**config.mk**
```make
export PLATFORM = sky130hd
export DESIGN_NAME = pc_unit
export DESIGN_NICKNAME = d
export VERILOG_FILES = /design/src/rtl/pc_unit_pkg.sv /design/src/rtl/pc_reg.sv /design/src/rtl/pc_unit.sv
export SDC_FILE = /design/constraint.sdc
export NUM_CORES = 1
export LEC_CHECK = 0
export BUFFER_PORTS_ARGS = -buffer_cell sky130_fd_sc_hd__buf_4
export CELL_PAD_IN_SITES_DETAIL_PLACEMENT = 0
export CELL_PAD_IN_SITES_GLOBAL_PLACEMENT = 1
export CORE_MARGIN = 5
export CORE_UTILIZATION = 36
export DETAILED_ROUTE_END_ITERATION = 12
export PLACE_DENSITY = 0.87
export SYNTH_ARGS = -nofsm -noshare
export SYNTH_HDL_FRONTEND = slang
export SYNTH_SLANG_ARGS = --single-unit
```
**constraint.sdc**
```tcl
create_clock -name clk -period 4.15 [get_ports clk]
set_clock_uncertainty 0.15 [all_clocks]
set_input_delay 0.6225 -clock clk [delete_from_list [all_inputs] [get_ports clk]]
set_output_delay 0.6225 -clock clk [all_outputs]
set_load 0.005 [all_outputs]
```
**src/rtl/pc_unit_pkg.sv**
```systemverilog
// Shared types and constants for the program-counter unit.
// With PC_UNIT_RVC_EN defined, the alignment check is relaxed to 2 bytes.
package pc_unit_pkg;

    typedef enum logic {
        RUN,
        HALT
    } state_t;

    typedef enum logic [2:0] {
        SEQ,
        BR,
        JALR,
        TRAP,
        MRET,
        HOLD
    } pc_sel_t;

    localparam int INC_WORD = 4;
    localparam int INC_HALF = 2;

`ifdef PC_UNIT_RVC_EN
    localparam logic [1:0] ALIGN_MASK = 2'b01;
`else
    localparam logic [1:0] ALIGN_MASK = 2'b11;
`endif

    // A redirect target is illegal when any bit below the alignment boundary is set.
    function automatic logic is_misaligned(input logic [1:0] low_bits);
        return |(low_bits & ALIGN_MASK);
    endfunction

endpackage

```
**src/rtl/pc_reg.sv**
```systemverilog
// WIDTH-bit register with synchronous active-high reset and load enable.
// Holds the PC and the saved exception PC inside pc_unit.
module pc_reg
    import pc_unit_pkg::*;
#(
    parameter int              WIDTH       = 32,
    parameter logic [WIDTH-1:0] RESET_VALUE = '0
) (
    input  logic             clk,
    input  logic             reset,
    input  logic             load,
    input  logic [WIDTH-1:0] d,
    output logic [WIDTH-1:0] q
);

    // NOTE: sequential state uses non-blocking assignments so every flop samples pre-edge values.
    always_ff @(posedge clk) begin
        if (reset) begin
            q <= RESET_VALUE;
        end else if (load) begin
            q <= d;
        end
    end

endmodule

```
**src/rtl/pc_unit.sv**
```systemverilog
// Program-counter unit: RUN/HALT control, prioritised next-PC select, trap/mret with saved EPC.
// Define PC_UNIT_RVC_EN to add is_compressed (2-byte step) and relax alignment to 2 bytes.
module pc_unit
    import pc_unit_pkg::*;
#(
    parameter int               WIDTH        = 32,
    parameter logic [WIDTH-1:0] RESET_VECTOR = '0,
    parameter logic [WIDTH-1:0] TRAP_VECTOR  = WIDTH'(32'h0000_0100)
) (
    input  logic             clk,
    input  logic             reset,
    input  logic             stall,
    input  logic             branch_taken,
    input  logic [WIDTH-1:0] branch_target,
    input  logic             jalr_en,
    input  logic [WIDTH-1:0] jalr_target,
    input  logic             trap_req,
    input  logic             mret_req,
    input  logic             halt_req,
    input  logic             resume,
`ifdef PC_UNIT_RVC_EN
    input  logic             is_compressed,
`endif
    output logic [WIDTH-1:0] pc,
    output logic [WIDTH-1:0] pc_plus,
    output logic [WIDTH-1:0] epc,
    output logic             misaligned,
    output logic             redirect,
    output logic             halted
);

    state_t           state;
    state_t           state_next;
    pc_sel_t          sel;
    logic             mis_next;
    logic [WIDTH-1:0] pc_next;
    logic [WIDTH-1:0] inc;
    logic [WIDTH-1:0] jalr_clean;

`ifdef PC_UNIT_RVC_EN
    assign inc = is_compressed ? WIDTH'(INC_HALF) : WIDTH'(INC_WORD);
`else
    assign inc = WIDTH'(INC_WORD);
`endif

    assign pc_plus    = pc + inc;
    assign jalr_clean = {jalr_target[WIDTH-1:1], 1'b0};
    assign halted     = (state == HALT);

    // A misaligned redirect is turned into a trap here, so it shares the TRAP select.
    // NOTE: every output of this block gets a default first so no latch can be inferred.
    always_comb begin
        state_next = state;
        sel        = HOLD;
        mis_next   = 1'b0;
        unique case (state)
            RUN: begin
                if (trap_req) begin
                    sel = TRAP;
                end else begin
                    if (halt_req) begin
                        state_next = HALT;
                    end
                    if (halt_req || stall) begin
                        sel = HOLD;
                    end else if (mret_req) begin
                        sel = MRET;
                    end else if (jalr_en) begin
                        if (is_misaligned(jalr_clean[1:0])) begin
                            sel      = TRAP;
                            mis_next = 1'b1;
                        end else begin
                            sel = JALR;
                        end
                    end else if (branch_taken) begin
                        if (is_misaligned(branch_target[1:0])) begin
                            sel      = TRAP;
                            mis_next = 1'b1;
                        end else begin
                            sel = BR;
                        end
                    end else begin
                        sel = SEQ;
                    end
                end
            end
            HALT: begin
                if (resume && !halt_req) begin
                    state_next = RUN;
                end
            end
            default: state_next = RUN;
        endcase
    end

    always_comb begin
        pc_next = pc;
        unique case (sel)
            SEQ:     pc_next = pc_plus;
            BR:      pc_next = branch_target;
            JALR:    pc_next = jalr_clean;
            TRAP:    pc_next = TRAP_VECTOR;
            MRET:    pc_next = epc;
            HOLD:    pc_next = pc;
            default: pc_next = pc;
        endcase
    end

    pc_reg #(
        .WIDTH      (WIDTH),
        .RESET_VALUE(RESET_VECTOR)
    ) u_pc_reg (
        .clk  (clk),
        .reset(reset),
        .load (sel != HOLD),
        .d    (pc_next),
        .q    (pc)
    );

    pc_reg #(
        .WIDTH      (WIDTH),
        .RESET_VALUE('0)
    ) u_epc_reg (
        .clk  (clk),
        .reset(reset),
        .load (sel == TRAP),
        .d    (pc),
        .q    (epc)
    );

    always_ff @(posedge clk) begin
        if (reset) begin
            state      <= RUN;
            misaligned <= 1'b0;
            redirect   <= 1'b0;
        end else begin
            state      <= state_next;
            misaligned <= mis_next;
            redirect   <= (sel == TRAP) || (sel == MRET) || (sel == JALR) || (sel == BR);
        end
    end

endmodule
```
# Yosys cells after proc, flatten, opt, wreduce, memory -nomap -nowiden
# Index checks and enable logic that the tools add are counted.
# word_totals
reg_bits,67
inputBits,73
output_inout_bits,99
wordCells,40
# op_classes
n_addsub,1
eq_ne,5
mux,17
bitwise_logic,1
n_reduce_logical,11
# ops
operator,n
32-bit one-hot mux with 5 select lines,1
32-bit by 3-bit adder with 32-bit output (second input constant),1
3-bit 2-to-1 mux,6
1-bit 2-to-1 mux,8
3-bit by 2-bit equality test with 1-bit output (second input constant),2
5-bit nonzero test,1
5-bit OR reduction,1
1-bit logical OR,4
3-bit by 1-bit equality test with 1-bit output (second input constant),1
3-bit equality test (second input constant),1
3-bit zero test,1
3-bit != test (second input constant),1
2-bit 2-to-1 mux,1
1-bit one-hot mux with 2 select lines,1
2-bit AND reduction,1
2-bit OR reduction,1
1-bit logical AND,1
1-bit zero test,1
1-bit NOT,1

# Depth between registers and ports, before layout
# Gate-level depths: netlist of the first run.
# depth
word_depth,12
ltp_mapped,8
mapped_depth_nobuf,6

# Hierarchy
# A second synthesis of the first run with hierarchy kept.
# unflattened
hier_cells,491
hier_area_um2,4161.5
# by_module_without_submodules
module,instances,cells_each,area_each_um2,seq_area_each_um2
pc_reg,2,103,1163.6,640.6
pc_unit,1,285,1834.3,60.1

# Worst setup path before layout of the first run
# Ideal clock, no wire load.
# synth_timing
path_kind,reg2out
startpoint,reg u_pc_reg.q[5]
endpoint,out pc_plus[20]
arrival_time_ps,1735
required_time_ps,3377
setup_slack_ps,1643
path_stages_with_launch,8
path_buffers,3
path_cell_list,dfxtp_1 > clkbuf_2 > and4_1 > buf_2 > nand3_1 > clkbuf_1 > o31a_1 > or2_2
# synth_between
elab_chain_len,1
# synth_lines
item,line_no,source
from (decl),pc_reg.sv:13,output logic [WIDTH-1:0] q
from (signal assigned),pc_reg.sv:19,q <= RESET_VALUE;
from (signal assigned),pc_reg.sv:21,q <= d;
32-bit by 3-bit adder with 32-bit output,pc_unit.sv:46,assign pc_plus = pc + inc;
to (decl),pc_unit.sv:25,"output logic [WIDTH-1:0] pc_plus,"
# Every way passes these cells.

# Worst setup path in the final report of the first run
# layout_timing
startpoint,reg u_pc_reg.q[4]
endpoint,out pc_plus[25]
# The elaborated chain is that of the path after synthesis.

==> impl_metrics.py, run 1 <==
metrics = {
    "timing": {
        "fmax_ghz": 0.2965,
        "tightest_slew_ps": 781.1,
        "setup_viol": 0,
        "fin_tns_setup_ps": 0,
        "slew_headroom_pct": 47.73,
        "slew_viol_final": 0,
        "min_period_ps": 3373,
        "rsz0062_at_grt": "false",
        "hold_violations": 0,
        "period_share_pct": 81.28,
    },
    "hold_path": {
        "min_path_cells": 2,
        "min_path_type": "flip-flop to flip-flop",
    },
    "power_and_ir_drop": {
        "powerDensity_nw_per_um2": 269.9,
        "peakVddDrop_mv": 0.1494,
        "p_total_mw": 1.429,
        "power_leakage_nw": 2.111,
    },
    "cts": {
        "cts_tree": "yes",
        "ctsResizeCount": 0,
        "htree_levels": 3,
        "clockBufferDepth": 2,
        "cts_root_buf": "clkbuf_8",
        "cts_hold_buf": 0,
        "clock-sinks": 67,
        "cts_setup_buffers": 0,
        "insertion_delay_ps": 340,
        "cts_buffers": 9,
        "clk_pin_slew_ps": 70,
    },
    "worst_setup_path": {
        "crit_slowest_cell": "dfxtp_1",
        "cp-end-kind": "output pin",
        "cp-start-kind": "flip-flop",
        "cp_slowest_stage_delay_ps": 510,
        "critPathMaxFanout": 10,
        "r2r_cells": 6,
        "r2r_setup_slack_ps": 1390,
        "cp_top_family": "simple AND/OR/NAND/NOR gates",
        "cp.depth": 5,
        "cp_cell_sequence": "and4_1 > nand3_1 > o31a_1 > or2_2 > buf_4",
        "path_class": "flip-flop to output pin",
        "crit_buf_inv": 1,
        "arrival_ps": 2600,
        "cp.required_ps": 3380,
    },
    "synthesis": {
        "syn_area_um2": 3825,
        "syn_area_per_cell_um2": 7.696,
        "synth_top_cell_by_area": "dfxtp_1",
        "ys_types": 55,
        "synth-seq-cells": 67,
        "syn_nets": 571,
        "synth_top_family_by_area": "compound AO/OA/AOI/OAI gates",
        "synthAdderAreaFrac_pct": 0.3271,
        "yosysTopAreaCellShare_pct": 35.07,
        "synth_compound_area_share_pct": 27.71,
        "synth-edff-count": 0,
        "synth-simple-area-share_pct": 26.07,
        "synth-xor-area-share_pct": 4.122,
        "synthTopCellsByArea": "dfxtp_1 (35%), nand2_1 (10%), a222oi_1 (6.3%), a21oi_1 (5.9%), xnor2_1 (3.2%)",
        "muxShareOfSynthArea_pct": 0.2617,
        "yosys_warnings": 0,
        "synthCells": 497,
        "yosysSeqAreaShare_pct": 35.07,
        "ys_async_sr_fraction_pct": 0,
        "synth_flop_cell": "dfxtp_1",
    },
    "global_route": {
        "grtUsageTotal_pct": 21.35,
        "antenna_found_initial": 0,
        "grt_max_degree": 63,
        "gr-total-overflow": 0,
        "grt_pass1_vias": 4298,
        "grt_pass1_wl_mm": 22.45,
    },
    "floorplanning": {
        "num_rows": 37,
        "initial_core_util_pct": 37.05,
        "core_um2": 10320,
        "die_h_um": 113.1,
        "num_io_pins": 172,
        "die_w_um": 113.1,
        "dieArea_um2": 12790,
    },
    "drt": {
        "via_per_inst": 5.675,
        "drt-initial-drc-count": 405,
        "drtAntennaViolNets": 0,
        "vias": 4438,
        "drcViolationCount": 0,
        "drt-pass1-iter-count": 7,
        "routedWlPerCell_um": 18.35,
        "drt-total-wl_mm": 14.35,
    },
    "place": {
        "port_buffers": 170,
        "hpwl_mm": 10.43,
        "gp_congestion": 0.8419,
    },
    "status": {
        "status": "completed",
    },
    "finish": {
        "multi_input_area_um2": 2250,
        "drive_gt1_share_pct": 32.82,
        "layout_commonest_cell": "buf_4",
        "antenna_cells": 0,
        "layout.nets": 716,
        "final_cell_mix": "buf_4 (176), nand2_1 (105), dfxtp_1 (67), a21oi_1 (45), a222oi_1 (24)",
        "fillers": 1024,
        "area_delta_synth_final_pct": 38.44,
        "seqCellArea_um2": 1341,
    },
    "run": {
        "drv_cap": 0,
    },
}
[registers in the layout (all words and copies together) (netlist names)]
name	cells
u_epc_reg.q	32
halted	1
u_pc_reg.q	32
redirect	1
misaligned	1
[through the flow]
step,setup slack [ps],hold slack [ps],cells,instance area (um2),util [%]
3_3_place_gp,1157,307.1,767,5135,49.74
6_report,777.1,324.1,782,5295,51.29
3_5_place_dp,1117,314.6,767,5135,49.74
5_1_grt,562.7,346.3,782,5295,51.29
2_1_floorplan,1643,314.9,497,3825,-
4_1_cts,736.7,325.7,782,5295,51.29
[logic make-up (layout without fill, tap and decap cells)]
logic type | after synthesis | count (layout)
and+or+nand+nor | 202 | 202
AOI/OAI and AO/OA | 152 | 152
DFF | 67 | 67
buffers and inverters | 56 | 205
xor gates and xnor gates | 18 | 18
adders and majority gates | 1 | 1
muxes | 1 | 1
[worst reg2reg max path: stages (launching register included)]
cell and delay (ps):
dfxtp_1 480, nor4_2 480, o21ai_1 270, nor2_2 580, buf_4 360, a222oi_1 140
a31oi_1 220
[power breakdown]
part / switching [mW] / internal (mW) / total, mW / leakage, nW
Clock: 0.247 / 0.228 / 0.474 / 0.0860
Combinational: 0.132 / 0.128 / 0.261 / 1.48
Sequential: 0.0324 / 0.662 / 0.694 / 0.543
[cells in the mapped netlist (4+ instances only)]
master and instances:
a22o_1 7, a222oi_1 24, dfxtp_1 67, nand4_1 10
a22oi_1 6, buf_4 4, inv_1 14, nor4_1 14
a31oi_1 19, or2_2 11, and2_1 5, nand3_1 12
nor2_1 15, o31a_1 7, nand2_1 105, o21ai_0 17
xnor2_1 14, and4_1 4, a21oi_1 45, clkbuf_1 20
xor2_1 4, buf_2 15, nor3_1 8
[layer usage]
layer / track usage, % / up-vias / wire length (um)
met5: 0 / - / 0
met3: 4.385 / 18 / 1123
met4: 6.010 / 0 / 254
met1: 28.20 / 2098 / 6138
met2: 35.35 / 187 / 6834
li1: - / 2135 / -
[area by class of cell]
type	instances	share of cell area, %
multi-input combinational	374	42.49
sequential	67	25.33
timing repair buffer	176	24.95
tap	136	3.214
clock buffer	12	2.741
inverter	14	0.9924
clock inverter	3	0.2836
[worst paths after layout]
path	from	endpoint
max	u_pc_reg.q[4]$_SDFFE_PP0P_	pc_plus[25]
min	u_epc_reg.q[25]$_SDFFE_PP0P_	u_epc_reg.q[25]$_SDFFE_PP0P_
max reg2reg	halted$_SDFF_PP0_	u_pc_reg.q[16]$_SDFFE_PP0P_
min reg2reg	u_epc_reg.q[25]$_SDFFE_PP0P_	u_epc_reg.q[25]$_SDFFE_PP0P_
No activity file was read; power rests on OpenSTA's default activity.
==> inputs of run 2 (changes only) <==
--- a/config.mk
+++ b/config.mk
@@ -9,9 +9,9 @@
 export CELL_PAD_IN_SITES_DETAIL_PLACEMENT = 0
 export CELL_PAD_IN_SITES_GLOBAL_PLACEMENT = 1
 export CORE_MARGIN = 5
-export CORE_UTILIZATION = 36
+export CORE_UTILIZATION = 30
 export DETAILED_ROUTE_END_ITERATION = 12
-export PLACE_DENSITY = 0.87
+export PLACE_DENSITY = 0.77
 export SYNTH_ARGS = -nofsm -noshare
 export SYNTH_HDL_FRONTEND = slang
 export SYNTH_SLANG_ARGS = --single-unit
==> constraint.sdc (replaced) <==
create_clock -name clk -period 2.9 [get_ports clk]
set_clock_uncertainty 0.15 [all_clocks]
set_input_delay 0.435 -clock clk [delete_from_list [all_inputs] [get_ports clk]]
set_output_delay 0.435 -clock clk [all_outputs]
set_load 0.005 [all_outputs]
==> impl_metrics.py, run 2 (synthesized netlist as in run 1, its figures left out) <==
metrics = {
    "place": {
        "post-place-cells": 818,
        "hpwl_mm": 11.24,
        "gp_congestion": 0.8164,
        "port_buffers": 170,
        "place_area_um2": 5293,
    },
    "worst_setup_path": {
        "critPathMaxFanout": 10,
        "path_class": "flip-flop to output pin",
        "cp_slowest_stage_delay_ps": 500,
        "cp-end-kind": "output pin",
        "timing.rr.start": "u_pc_reg.q[11]$_SDFFE_PP0P_",
        "timing.rr.end": "u_pc_reg.q[31]$_SDFFE_PP0P_",
        "r2r_cells": 6,
        "cp.required_ps": 2320,
        "r2r_setup_slack_ps": 690,
        "cp-start-kind": "flip-flop",
        "cp_cell_sequence": "and3_2 > nand3_1 > buf_4 > o31a_1 > or2_2 > buf_4",
        "crit_slowest_cell": "dfxtp_1",
        "crit_top_cell": "buf_4",
        "arrival_ps": 2200,
    },
    "timing": {
        "setup_viol": 0,
        "min_period_ps": 2782,
        "period_share_pct": 95.92,
        "tightest_slew_ps": 782.7,
        "slew_headroom_pct": 47.63,
        "slew_viol_final": 0,
        "rsz0062_at_grt": "false",
        "fin_tns_setup_ps": 0,
        "hold_violations": 0,
        "fmax_ghz": 0.3595,
    },
    "finish": {
        "stdcell_area_um2": 5604,
        "final_cell_mix": "buf_4 (191), nand2_1 (105), dfxtp_1 (67), a21oi_1 (45), a222oi_1 (24)",
        "fin_cells": 833,
        "fin_util_pct": 44.59,
        "antenna_cells": 0,
        "fillers": 1272,
        "layout_commonest_cell": "buf_4",
        "top_regs": "u_epc_reg.q: 32 flops, u_pc_reg.q: 32 flops",
        "area_delta_synth_final_pct": 46.52,
        "drive_gt1_share_pct": 35.55,
        "layout.nets": 731,
    },
    "floorplanning": {
        "die_w_um": 122.9,
        "dieArea_um2": 15110,
        "initial_core_util_pct": 30.43,
        "die_h_um": 122.9,
        "num_rows": 41,
        "core_um2": 12570,
        "num_io_pins": 172,
    },
    "cts": {
        "cts_tree": "yes",
        "clockBufferDepth": 2,
        "clk_pin_slew_ps": 50,
        "htree_levels": 3,
        "insertion_delay_ps": 320,
        "cts_buffers": 9,
        "cts_root_buf": "clkbuf_16",
        "clock-sinks": 67,
    },
    "drt": {
        "drtAntennaViolNets": 0,
        "drt-pass1-iter-count": 6,
        "via_per_inst": 5.413,
        "drt-initial-drc-count": 281,
        "routedWlPerCell_um": 18.36,
        "drcViolationCount": 0,
        "drt-total-wl_mm": 15.30,
        "vias": 4509,
    },
    "global_route": {
        "gr-total-overflow": 0,
        "grtUsageTotal_pct": 19.89,
        "antenna_found_initial": 0,
        "grt_max_degree": 45,
        "grt_pass1_wl_mm": 23.61,
        "grt_pass1_vias": 4389,
    },
    "run": {
        "drv_cap": 0,
    },
    "power_and_ir_drop": {
        "peakVddDrop_mv": 0.2353,
        "powerDensity_nw_per_um2": 429.2,
        "power_leakage_nw": 2.244,
        "p_total_mw": 2.405,
    },
    "hold_path": {
        "hold_end": "misaligned$_SDFF_PP0_",
        "min_path_cells": 2,
        "min_path_type": "input port to flip-flop",
        "holdCritStartpoint": "mret_req",
    },
    "status": {
        "status": "completed",
    },
}
run 2: changes by cell type in the layout (fill, tap and decap cells not counted), moves of 2 or more:
cell       before  now
clkbuf_16       0    9
nor4_1         14   12
nor4_2          1    3
buf_4         176  191
clkbuf_8       10    3
and4_1          4    2
run 2: per-layer routing:
layer  global-route usage, %  share of wire (%)
met5                       0                  0
met4                   5.598                1.2
met3                   4.666                8.0
met2                   33.21                 49
met1                   25.67                 42
run 2: metrics by stage:
stage,hold slack [ps],worst slack [ps]
final,216.2,118.4
after global routing,217.4,1.052
after CTS,198.7,15.64
after detailed placement,317.9,90.11
after global placement,308.3,172.1
after floorplan,314.9,580.2
run 2: what timing repair did:
action | in CTS | in global routing
hold buffers | 0 | 0
resized for setup | 2 | 7
setup endpoints to repair | 6 | 8
setup buffers | 0 | 0
run 2: where the power goes:
| group | total [mW] | switching (mW) | internal, mW |
|---|---|---|---|
| clock | 1.02 | 0.380 | 0.641 |
| sequential | 0.988 | 0.0398 | 0.949 |
| combinational | 0.395 | 0.201 | 0.194 |
| total | 2.41 | 0.622 | 1.78 |
run 2: final cells by class:
| type | instances | area (um2) | area share, % |
|---|---|---|---|
| multi-input cells | 374 | 2281 | 40.70 |
| repair buffers | 191 | 1434 | 25.59 |
| flip-flops and latches | 67 | 1341 | 23.93 |
| clock buffers | 13 | 270.3 | 4.823 |
| well taps | 172 | 215.2 | 3.840 |
| inverters | 14 | 52.55 | 0.9377 |
| clock inverters | 2 | 10.01 | 0.1786 |
run 2: worst max path at each step:
stage,startpoint,to,slack (ps),depth (start not counted)
4_1_cts,u_pc_reg.q[7]$_SDFFE_PP0P_,pc_plus[26],20,5
5_1_grt,u_pc_reg.q[8]$_SDFFE_PP0P_,pc_plus[23],1,6
3_5_place_dp,u_pc_reg.q[7]$_SDFFE_PP0P_,pc_plus[26],90,5
6_report,u_pc_reg.q[8]$_SDFFE_PP0P_,pc_plus[25],120,6
2_1_floorplan,u_pc_reg.q[5]$_SDFFE_PP0P_,pc_plus[20],580,7
3_3_place_gp,u_pc_reg.q[7]$_SDFFE_PP0P_,pc_plus[20],170,5
run 2: critical path: cells and delay by family (launching register included):
family / cells / cell delay, ps
AO/OA/AOI/OAI: 1 / 310
buffers and inverters: 2 / 330
flip-flops: 1 / 500
AND/OR/NAND/NOR: 3 / 730
